==> src/rtl/pc_sequencer_pkg.sv <==
// pc_sequencer_pkg
// Shared definitions for the program-counter sequencer slice:
//   - sel encodings driven by the fetch/decode logic
//   - FSM state type used by the sequencer (normal run / interrupt service)
//   - small helper for saturating decrement of the interrupt entry marker
package pc_sequencer_pkg;

  localparam int SEL_W = 2;

  localparam logic [SEL_W-1:0] SEL_SEQ    = 2'b00;
  localparam logic [SEL_W-1:0] SEL_BRANCH = 2'b01;
  localparam logic [SEL_W-1:0] SEL_CALL   = 2'b10;
  localparam logic [SEL_W-1:0] SEL_RET    = 2'b11;

  typedef enum logic {
    ST_RUN = 1'b0,
    ST_SVC = 1'b1
  } seq_state_t;

  // Decrement by one, holding at zero (used when the oldest stack entry is
  // discarded below or at the interrupt frame).
  function automatic logic [7:0] sat_dec8(input logic [7:0] value);
    logic [7:0] result;
    if (value == 8'd0) begin
      result = 8'd0;
    end else begin
      result = value - 8'd1;
    end
    return result;
  endfunction

endpackage

==> src/rtl/pc_ras.sv <==
// pc_ras
// Circular return-address stack. A push on a full stack overwrites the
// oldest entry and keeps the depth saturated; a pop on an empty stack is
// ignored (the sequencer decides what to load in that case).
// Ports:
//   clk, rst        clock, synchronous active-high reset (pointers/depth only)
//   push, pop       stack operations (push has priority; never both in use)
//   push_data       address to push
//   top_data        entry that a pop would return
//   full, empty     depth == RAS_DEPTH / depth == 0
//   depth           current number of valid entries
module pc_ras
  import pc_sequencer_pkg::*;
#(
  parameter int ADDR_W    = 32,
  parameter int RAS_DEPTH = 4
) (
  input  logic                        clk,
  input  logic                        rst,
  input  logic                        push,
  input  logic                        pop,
  input  logic [ADDR_W-1:0]           push_data,
  output logic [ADDR_W-1:0]           top_data,
  output logic                        full,
  output logic                        empty,
  output logic [$clog2(RAS_DEPTH):0]  depth
);

  localparam int PTR_W = $clog2(RAS_DEPTH);
  localparam int CNT_W = PTR_W + 1;

  logic [ADDR_W-1:0] mem_r [RAS_DEPTH];
  logic [PTR_W-1:0]  wr_ptr_r;
  logic [CNT_W-1:0]  count_r;
  logic [PTR_W-1:0]  top_idx_s;

  // Top-of-stack index and status decode; the pointer wraps because the
  // depth is a power of two.
  always_comb begin
    top_idx_s = wr_ptr_r - PTR_W'(1);
    top_data  = mem_r[top_idx_s];
    full      = (count_r == CNT_W'(RAS_DEPTH));
    empty     = (count_r == {CNT_W{1'b0}});
    depth     = count_r;
  end

  // Pointer and depth bookkeeping; a full-stack push advances the pointer
  // over the oldest slot so that slot is the one overwritten.
  always_ff @(posedge clk) begin
    if (rst) begin
      wr_ptr_r <= {PTR_W{1'b0}};
      count_r  <= {CNT_W{1'b0}};
    end else if (push) begin
      wr_ptr_r <= wr_ptr_r + PTR_W'(1);
      if (!full) begin
        count_r <= count_r + CNT_W'(1);
      end else begin
        count_r <= count_r;
      end
    end else if (pop && !empty) begin
      wr_ptr_r <= wr_ptr_r - PTR_W'(1);
      count_r  <= count_r - CNT_W'(1);
    end else begin
      wr_ptr_r <= wr_ptr_r;
      count_r  <= count_r;
    end
  end

  // Entry storage, intentionally left out of reset.
  always_ff @(posedge clk) begin
    if (push) begin
      mem_r[wr_ptr_r] <= push_data;
    end
  end

endmodule

==> src/rtl/pc_sequencer.sv <==
// pc_sequencer
// Program-counter sequencer with return-address stack and single-level
// interrupt service FSM (RUN / SVC).
// Ports:
//   clk, rst        clock, synchronous active-high reset
//   pc_enable       1 = advance PC on this edge, 0 = stall (irq still latched)
//   sel             00 seq, 01 branch, 10 call, 11 return
//   target_addr     branch/call destination
//   irq             interrupt request (pulse is enough, latched as pending)
//   pc_out          registered PC
//   irq_ack         one-cycle pulse after the edge an interrupt is taken
//   int_active      high while in interrupt service
//   ras_overflow    sticky: push onto a full stack happened
//   ras_underflow   sticky: return on an empty stack happened
module pc_sequencer
  import pc_sequencer_pkg::*;
#(
  parameter int                       ADDR_W    = 32,
  parameter logic [ADDR_W-1:0]        RESET_VEC = 32'h0000_0020,
  parameter logic [ADDR_W-1:0]        INT_VEC   = 32'h0000_0000,
  parameter int unsigned              STEP      = 32'd1,
  parameter int                       RAS_DEPTH = 4
) (
  input  logic              clk,
  input  logic              rst,
  input  logic              pc_enable,
  input  logic [1:0]        sel,
  input  logic [ADDR_W-1:0] target_addr,
  input  logic              irq,
  output logic [ADDR_W-1:0] pc_out,
  output logic              irq_ack,
  output logic              int_active,
  output logic              ras_overflow,
  output logic              ras_underflow
);

  localparam int DW = $clog2(RAS_DEPTH) + 1;

  logic [ADDR_W-1:0] pc_r;
  seq_state_t        state_r;
  logic              pending_r;
  logic              irq_ack_r;
  logic              int_active_r;
  logic              ovf_r;
  logic              udf_r;
  logic [DW-1:0]     marker_r;

  logic [ADDR_W-1:0] seq_pc_s;
  logic [ADDR_W-1:0] push_data_s;
  logic [ADDR_W-1:0] ras_top_s;
  logic [DW-1:0]     ras_depth_s;
  logic [DW-1:0]     marker_dec_s;
  logic              ras_full_s;
  logic              ras_empty_s;
  logic              take_irq_s;
  logic              push_s;
  logic              pop_s;
  logic              svc_exit_s;

  pc_ras #(
    .ADDR_W    (ADDR_W),
    .RAS_DEPTH (RAS_DEPTH)
  ) u_ras (
    .clk       (clk),
    .rst       (rst),
    .push      (push_s),
    .pop       (pop_s),
    .push_data (push_data_s),
    .top_data  (ras_top_s),
    .full      (ras_full_s),
    .empty     (ras_empty_s),
    .depth     (ras_depth_s)
  );

  // Next-address candidates, interrupt-take decision and stack controls.
  always_comb begin
    seq_pc_s     = pc_r + ADDR_W'(STEP);
    push_s       = 1'b0;
    pop_s        = 1'b0;
    push_data_s  = seq_pc_s;
    svc_exit_s   = 1'b0;
    marker_dec_s = DW'(sat_dec8(8'(marker_r)));

    // Interrupts are only taken in RUN and only on seq/branch edges; a
    // pending request on a call/return edge waits for the next eligible one.
    if (pc_enable && pending_r && (state_r == ST_RUN) &&
        ((sel == SEL_SEQ) || (sel == SEL_BRANCH))) begin
      take_irq_s = 1'b1;
    end else begin
      take_irq_s = 1'b0;
    end

    if (pc_enable) begin
      case (sel)
        SEL_SEQ: begin
          push_s      = take_irq_s;
          push_data_s = seq_pc_s;
        end
        SEL_BRANCH: begin
          push_s      = take_irq_s;
          push_data_s = target_addr;
        end
        SEL_CALL: begin
          push_s      = 1'b1;
          push_data_s = seq_pc_s;
        end
        SEL_RET: begin
          pop_s       = ~ras_empty_s;
          push_data_s = seq_pc_s;
        end
        default: begin
          push_s      = 1'b0;
          pop_s       = 1'b0;
          push_data_s = seq_pc_s;
        end
      endcase
    end else begin
      push_s = 1'b0;
      pop_s  = 1'b0;
    end

    // Service ends on the pop that returns the depth to the entry marker.
    if (pop_s && (state_r == ST_SVC) && ((ras_depth_s - DW'(1)) == marker_r)) begin
      svc_exit_s = 1'b1;
    end else begin
      svc_exit_s = 1'b0;
    end
  end

  // PC register, pending flag, sticky error flags and the RUN/SVC FSM.
  always_ff @(posedge clk) begin
    if (rst) begin
      pc_r         <= RESET_VEC;
      state_r      <= ST_RUN;
      pending_r    <= 1'b0;
      marker_r     <= {DW{1'b0}};
      irq_ack_r    <= 1'b0;
      int_active_r <= 1'b0;
      ovf_r        <= 1'b0;
      udf_r        <= 1'b0;
    end else begin
      // A new request on the taking edge is kept rather than lost.
      pending_r <= irq | (pending_r & ~take_irq_s);
      irq_ack_r <= take_irq_s;

      if (push_s && ras_full_s) begin
        ovf_r <= 1'b1;
      end
      if (pc_enable && (sel == SEL_RET) && ras_empty_s) begin
        udf_r <= 1'b1;
      end

      if (pc_enable) begin
        if (take_irq_s) begin
          pc_r <= INT_VEC;
        end else begin
          case (sel)
            SEL_SEQ:    pc_r <= seq_pc_s;
            SEL_BRANCH: pc_r <= target_addr;
            SEL_CALL:   pc_r <= target_addr;
            SEL_RET:    pc_r <= ras_empty_s ? seq_pc_s : ras_top_s;
            default:    pc_r <= seq_pc_s;
          endcase
        end
      end

      case (state_r)
        ST_RUN: begin
          if (take_irq_s) begin
            state_r      <= ST_SVC;
            int_active_r <= 1'b1;
            // On a full stack the frame push discards the oldest entry, so
            // one fewer entry sits underneath the frame.
            marker_r     <= ras_full_s ? DW'(RAS_DEPTH - 1) : ras_depth_s;
          end
        end
        ST_SVC: begin
          if (svc_exit_s) begin
            state_r      <= ST_RUN;
            int_active_r <= 1'b0;
          end else if (push_s && ras_full_s) begin
            // Oldest entry dropped: the frame moves one slot down, or is
            // lost entirely once the marker is already zero.
            marker_r <= marker_dec_s;
          end
        end
        default: begin
          state_r      <= ST_RUN;
          int_active_r <= 1'b0;
        end
      endcase
    end
  end

  assign pc_out        = pc_r;
  assign irq_ack       = irq_ack_r;
  assign int_active    = int_active_r;
  assign ras_overflow  = ovf_r;
  assign ras_underflow = udf_r;

endmodule

==> config.mk <==
export PLATFORM = sky130hd
export DESIGN_NAME = pc_sequencer
export DESIGN_NICKNAME = d
export VERILOG_FILES = /design/src/rtl/pc_sequencer_pkg.sv /design/src/rtl/pc_ras.sv /design/src/rtl/pc_sequencer.sv
export SDC_FILE = /design/constraint.sdc
export NUM_CORES = 1
export LEC_CHECK = 0
export CAP_MARGIN = 40
export CORE_MARGIN = 2
export CORE_UTILIZATION = 40
export CTS_CLUSTER_DIAMETER = 200
export DETAILED_ROUTE_END_ITERATION = 8
export GPL_TIMING_DRIVEN = 0
export HOLD_SLACK_MARGIN = 0.03
export PLACE_DENSITY = 0.65
export SYNTH_ARGS = -nofsm -noshare
export SYNTH_HDL_FRONTEND = slang
export SYNTH_SLANG_ARGS = --single-unit
==> constraint.sdc <==
create_clock -name clk -period 2.62 [get_ports clk]
set_input_delay 0.524 -clock clk [delete_from_list [all_inputs] [get_ports clk]]
set_output_delay 0.524 -clock clk [all_outputs]
set_load 0.01 [all_outputs]
* Yosys cells after proc, flatten, opt, wreduce, memory -nomap -nowiden *
Memories as Yosys holds them, arrays and structs flattened.
Cells that the tools add are included.

operators by class
  $add $sub $neg = 6
  equal/unequal tests = 10
  muxes and demuxes = 30
  bitwise gates (word level) = 5
  reductions and logical operators = 21

operators with widths
  cell                                                    number
  2-to-1 mux 32 bit                                       3
  case mux 32 bit (3 select lines)                        1
  case mux 32 bit (2 select lines)                        1
  adder 32 x 1 -> 32 bit (second input constant)          1
  2-to-1 mux 3 bit                                        8
  2-to-1 mux 1 bit                                        11
  logical AND 1 bit                                       9
  logical NOT 3 bit                                       2
  inequality test 2 bit (second input constant)           3
  case mux 1 bit (2 select lines)                         3
  case mux 3 bit (2 select lines)                         1
  subtractor 3 x 1 -> 3 bit (second input constant)       2
  == test 2 bit (second input constant)                   2
  2-to-1 mux 2 bit                                        2
  inequality test 2 x 1 -> 1 bit (second input constant)  2
  AND reduction 2 bit                                     2
  OR reduction 2 bit                                      2
  adder 3 x 1 -> 3 bit (second input constant)            1
  == test 3 bit                                           1
  == test 3 bit (second input constant)                   1
  inverter 1 bit                                          3
  AND reduction 3 bit                                     1
  OR reduction 3 bit                                      1
  adder 2 x 1 -> 2 bit (second input constant)            1
  8 further kinds                                         8

storage, ports and cells
  register bits = 46
  bits in writable memories = 128
  bits of input ports = 38
  output and inout bits = 36
  word-level logic and storage cells = 83
  memories = 1

memories
  name         depth  bits a word  rd ports  clocked after Yosys merged registers in  wr ports  line          text
  u_ras.mem_r  4      32           1         0                                        1         pc_ras.sv:32  logic [ADDR_W-1:0] mem_r [RAS_DEPTH];

* Longest topological paths before layout *
  depth after elaboration = 10
  gate-level depth with buffers = 11
  gate-level depth less buffers = 7

* Cells and area by module *
A second synthesis with hierarchy kept.

second synthesis, totals
  cell total of the unflattened synthesis = 696
  area total of the unflattened synthesis = 8,441.8 um2

modules (own cells, without submodules)
  module        times used  cells an instance  area each (um2)  seq. area each (um2)
  pc_ras        1           216                5,003.5          3,943.8
  pc_sequencer  1           480                3,438.3          820.8

* Least setup slack after synthesis *
Ideal clock, no wire load.

  path kind = reg2reg
  from = reg u_ras.wr_ptr_r[0]
  to = reg pc_r[29] (netlist: pc_out[29])
  setup time = 0.125 ns
  arrival time = 2.664 ns
  data required time = 2.495 ns
  slack = -0.169 ns
  stages on the path, launching flop included = 11
  buffers on the path = 4
  period minus slack after synthesis = 2.789 ns
  cells stage by stage = dfxtp_1 -> buf_2 -> buf_2 -> inv_1 -> ha_1 -> clkbuf_1 -> buf_1 -> mux4_2 -> a221o_1 -> a32oi_1 -> o21ai_0

on the way
  cells in the longest elaborated chain, start to end = 5

RTL lines
  element                           line                 text
  start: declaration                pc_ras.sv:33         logic [PTR_W-1:0] wr_ptr_r;
  start signal: assignment          pc_ras.sv:51         wr_ptr_r <= {PTR_W{1'b0}};
  start signal: assignment          pc_ras.sv:54         wr_ptr_r <= wr_ptr_r + PTR_W'(1);
  start signal: assignment          pc_ras.sv:61         wr_ptr_r <= wr_ptr_r - PTR_W'(1);
  subtractor 2 x 1 -> 2 bit         pc_ras.sv:40         top_idx_s = wr_ptr_r - PTR_W'(1);
  memory (4 x 32 bit)               -
  2-to-1 mux 32 bit                 pc_sequencer.sv:161  SEL_RET: pc_r <= ras_empty_s ? seq_pc_s : ras_top_s;
  case mux 32 bit (3 select lines)  pc_sequencer.sv:157  case (sel)
  2-to-1 mux 32 bit                 pc_sequencer.sv:154  if (take_irq_s) begin
  end signal: assignment            pc_sequencer.sv:158  SEL_SEQ: pc_r <= seq_pc_s;
  end signal: assignment            pc_sequencer.sv:161
  end signal: assignment            pc_sequencer.sv:162  default: pc_r <= seq_pc_s;
  end: declaration                  pc_sequencer.sv:39   logic [ADDR_W-1:0] pc_r;

Every way passes these cells.
A chain may end at the register's enable or synchronous reset.

* Worst setup path in the final report *
  from = in sel[0]
  to = reg pc_r[29] (netlist: pc_out[29])

on the way
  cells in the longest elaborated chain, start to end = 5
  elaborated cells on any way between the ends = 10
  classes of those cells = eq/ne (3); mux (3); reduce/logical (4)

RTL lines
  element                                                                   line                 text
  start: declaration                                                        pc_sequencer.sv:27   input logic [1:0] sel,
  branches (longest 4 deep; another with case mux 32 bit (3 select lines))  -
  2-to-1 mux 32 bit (*)                                                     pc_sequencer.sv:154
  end signal: assignment                                                    pc_sequencer.sv:158
  end signal: assignment                                                    pc_sequencer.sv:159  SEL_BRANCH: pc_r <= target_addr;
  end signal: assignment                                                    pc_sequencer.sv:160  SEL_CALL: pc_r <= target_addr;

Every way passes the cells marked *.

==> results.cfg <==
[outcome]
status = complete, no violations

[critical_path]
r2r-start = pc_out[0]
worst-path-buf-inv = 3
crit_path_end_kind = register
rrSetupSlack_ns = 0.12
critPathLaunch = sel[0]
cp.arrival_ns = 2.84
crit_chain = clkdlybuf4s50_1 > inv_1 > ha_1 > nor2b_1 > clkbuf_2 > a221o_1 > a32oi_1 > o21ai_0
slowest_stage = clkdlybuf4s50_1
worstPathMaxFanout = 10
path_class = input pin to register
cp_top_family = buffers and inverters
startpoint_type = input pin
critPathRequiredTime_ns = 2.93
reg2reg_to = u_ras.mem_r[3][22]
reg2regPathDepth = 7
slowest_delay_ns = 0.58

[pwr]
switchingPower_mw = 1.93
leakage_nw = 3.59
power_frac_comb_pct = 18.2
seq_power_share_pct = 45.8
clockPowerShare_pct = 36.0
power_density_nw_per_um2 = 656
sw_frac_of_total_pct = 27.7
ir_worst_vdd_mv = 0.537
intPower_mw = 5.05
power_mw = 6.98

[floorplan]
die_h_um = 152
rows = 54
die_w_um = 152
start_util_pct = 40.4
die_area_um2 = 23000
core-area_um2 = 21600
ioPinCount = 74

[placed_design]
post-place-cells = 1110
dp_hpwl_um = 18000
placed_cell_area_um2 = 9940
port_buffers = 72
dp_slack_ns = -0.700
place_congestion = 0.903

[timing]
rsz0062_at_grt = yes
fmax_mhz = 395
tns_ns = 0
setup_slack_ns = 0.0855
fin_skew_ns = 0.0108
final.period_utilization_pct = 96.7
hold_viol = 0
final_max_slew_viol_count = 0
whs_ns = 0.476
slew_headroom_pct = 52.5
setup_violations = 0
fin_crit_ns = 2.53
worst_pin_slew_ns = 0.712

[logic_synthesis]
synthArstFlopShare_pct = 0
synth_edf_count = 128
netlist_instances = 752
synth_seq_area_share_pct = 54.5
synth_seq_cells = 174
syn_area_um2 = 8740
yosysWarnings = 0
synth-main-ff-cell = edfxtp_1
synth_area_per_cell_um2 = 11.6
yosysUniqueCellTypes = 65
syn_nets = 804

[clocking]
path_clk_slew_ns = 0.07
cts_root_buf = clkbuf_16
worst_skew_pair.late_latency_ns = 0.44
clockBufferDepth = 2
clock-sinks = 174
cts_tree = yes
cts_made_buffers = 17
hold_buffers = 0
htree_levels = 4

[global_route]
grt_start_max_net_pins = 18
overflow = 0
grt_pass1_wl_um = 38500
grtUsageTotal_pct = 21.9
grt_antenna_before_repair = 0
grt_pass1_vias = 6519

[cells_and_area]
layout-drive-gt1-share_pct = 15.7
nets = 899
multi_input_area_um2 = 3740
diodes = 0
design_area_um2 = 10600
utilization_pct = 49.2
mostFrequentLayoutCells = 128 x edfxtp_1, 72 x a21oi_1, 72 x clkdlybuf4s50_1
regArea_um2 = 4770
fin_cells = 1140
area_delta_synth_final_pct = 21.6
fill_cells = 1944
final_common_cell = edfxtp_1

[min_path]
hp-start = ras_overflow
hold_path_end = ras_overflow
min_path_cells = 2
hp-class = register to register

[route]
drtPass1Iterations = 5
wl_per_cell_um = 22.1
met1Wirelength_um = 10600
viasPerCell = 6.02
postRouteAntennaNets = 0
num_vias = 6866
wl_um = 25100
wl_met3_um = 2080
top_layer = met4
drc_errors = 0
wl_met2_um = 11900
drt_iter0_markers = 661

[run]
max-cap-violations = 0
==> routing by layer <==
layer | global-route usage (%) | vias up
met4 | 7.17 | 0
met2 | 34.4 | 341
li1 | - | 3088
met3 | 4.42 | 45
met1 | 30.5 | 3392
met5 | 0 | -
==> timing repair <==
| item | CTS | global route |
|---|---|---|
| buffers inserted | 2 | 0 |
| resized for setup | 19 | 41 |
| endpoints found under the setup margin | 53 | 137 |
| pin swaps | 2 | 1 |
==> sequential cells by signal, indices dropped and copies added (netlist names) <==
name,cells
pc_out,32
u_ras.depth,3
irq_ack,1
marker_r,3
state_r,1
ras_underflow,1
u_ras.mem_r,128
u_ras.wr_ptr_r,2
pending_r,1
ras_overflow,1
int_active,1
==> cell usage after synthesis (5+ instances only) <==
master	instances	area, um^2
nand2b_1	8	50.1
or3_1	5	31.3
a21oi_1	75	375
o21ai_0	20	100
a222oi_1	6	60.1
and3_1	6	37.5
and2_1	9	56.3
xnor2_1	16	140
a21o_1	9	67.6
buf_2	8	40.0
nor3_1	11	55.1
nand4_1	19	119
dfxtp_1	46	921
o31ai_1	20	150
buf_1	5	18.8
or4_1	6	45.0
a22oi_1	7	52.6
nand2_1	60	225
ha_1	14	175
inv_1	19	71.3
clkbuf_1	44	165
nor2_1	57	214
mux4_2	32	721
nand3_1	14	70.1
edfxtp_1	128	3840
o22ai_1	6	37.5
nor2b_1	8	50.1
xor2_1	11	96.3
==> power by group through the flow <==
stage          Combinational [mW]  Sequential [mW]  Clock, mW
2_1_floorplan               0.746             3.24          0
6_report                     1.27             3.20       2.51
3_5_place_dp                 1.20             3.26          0
4_1_cts                      1.24             3.20       2.54
5_1_grt                      1.36             3.21       2.66
3_3_place_gp                 1.18             3.26          0
==> cell families (layout without fill, tap and decap cells) <==
| family | Yosys count | after routing | synth area share, % |
|---|---|---|---|
| compound gates | 191 | 191 | 14.3 |
| xor+xnor | 27 | 27 | 2.71 |
| fa+ha+maj | 14 | 14 | 2.00 |
| buf+inv | 76 | 184 | 3.38 |
| flops | 174 | 174 | 54.5 |
| mux | 37 | 37 | 8.85 |
| simple gates | 233 | 233 | 14.2 |
==> how the worst max path moves through the flow <==
stage                                     to  depth (start not counted)
final                             pc_out[29]                          8
after global routing              pc_out[23]                         10
after CTS                         pc_out[15]                          9
after detailed placement          pc_out[16]                         11
after global placement    u_ras.mem_r[2][14]                          5
after floorplan                   pc_out[27]                         10
==> tightest hold or removal path, delay by kind of cell (launching register included) <==
kind	cells	cell delay, ns
AND/OR/NAND/NOR	1	0.07
AO/OA/AOI/OAI	1	0.04
flip-flops	1	0.33
==> layout make-up <==
| type | count | area share (%) |
|---|---|---|
| buffer | 53 | 2.58 |
| clock buffer | 18 | 4.04 |
| clock inverter | 14 | 1.35 |
| inverter | 19 | 0.671 |
| multi-input combinational | 502 | 35.2 |
| sequential | 174 | 44.8 |
| tap | 280 | 3.30 |
| timing repair buffer | 80 | 8.05 |
Power figures use the tool's default switching activity.
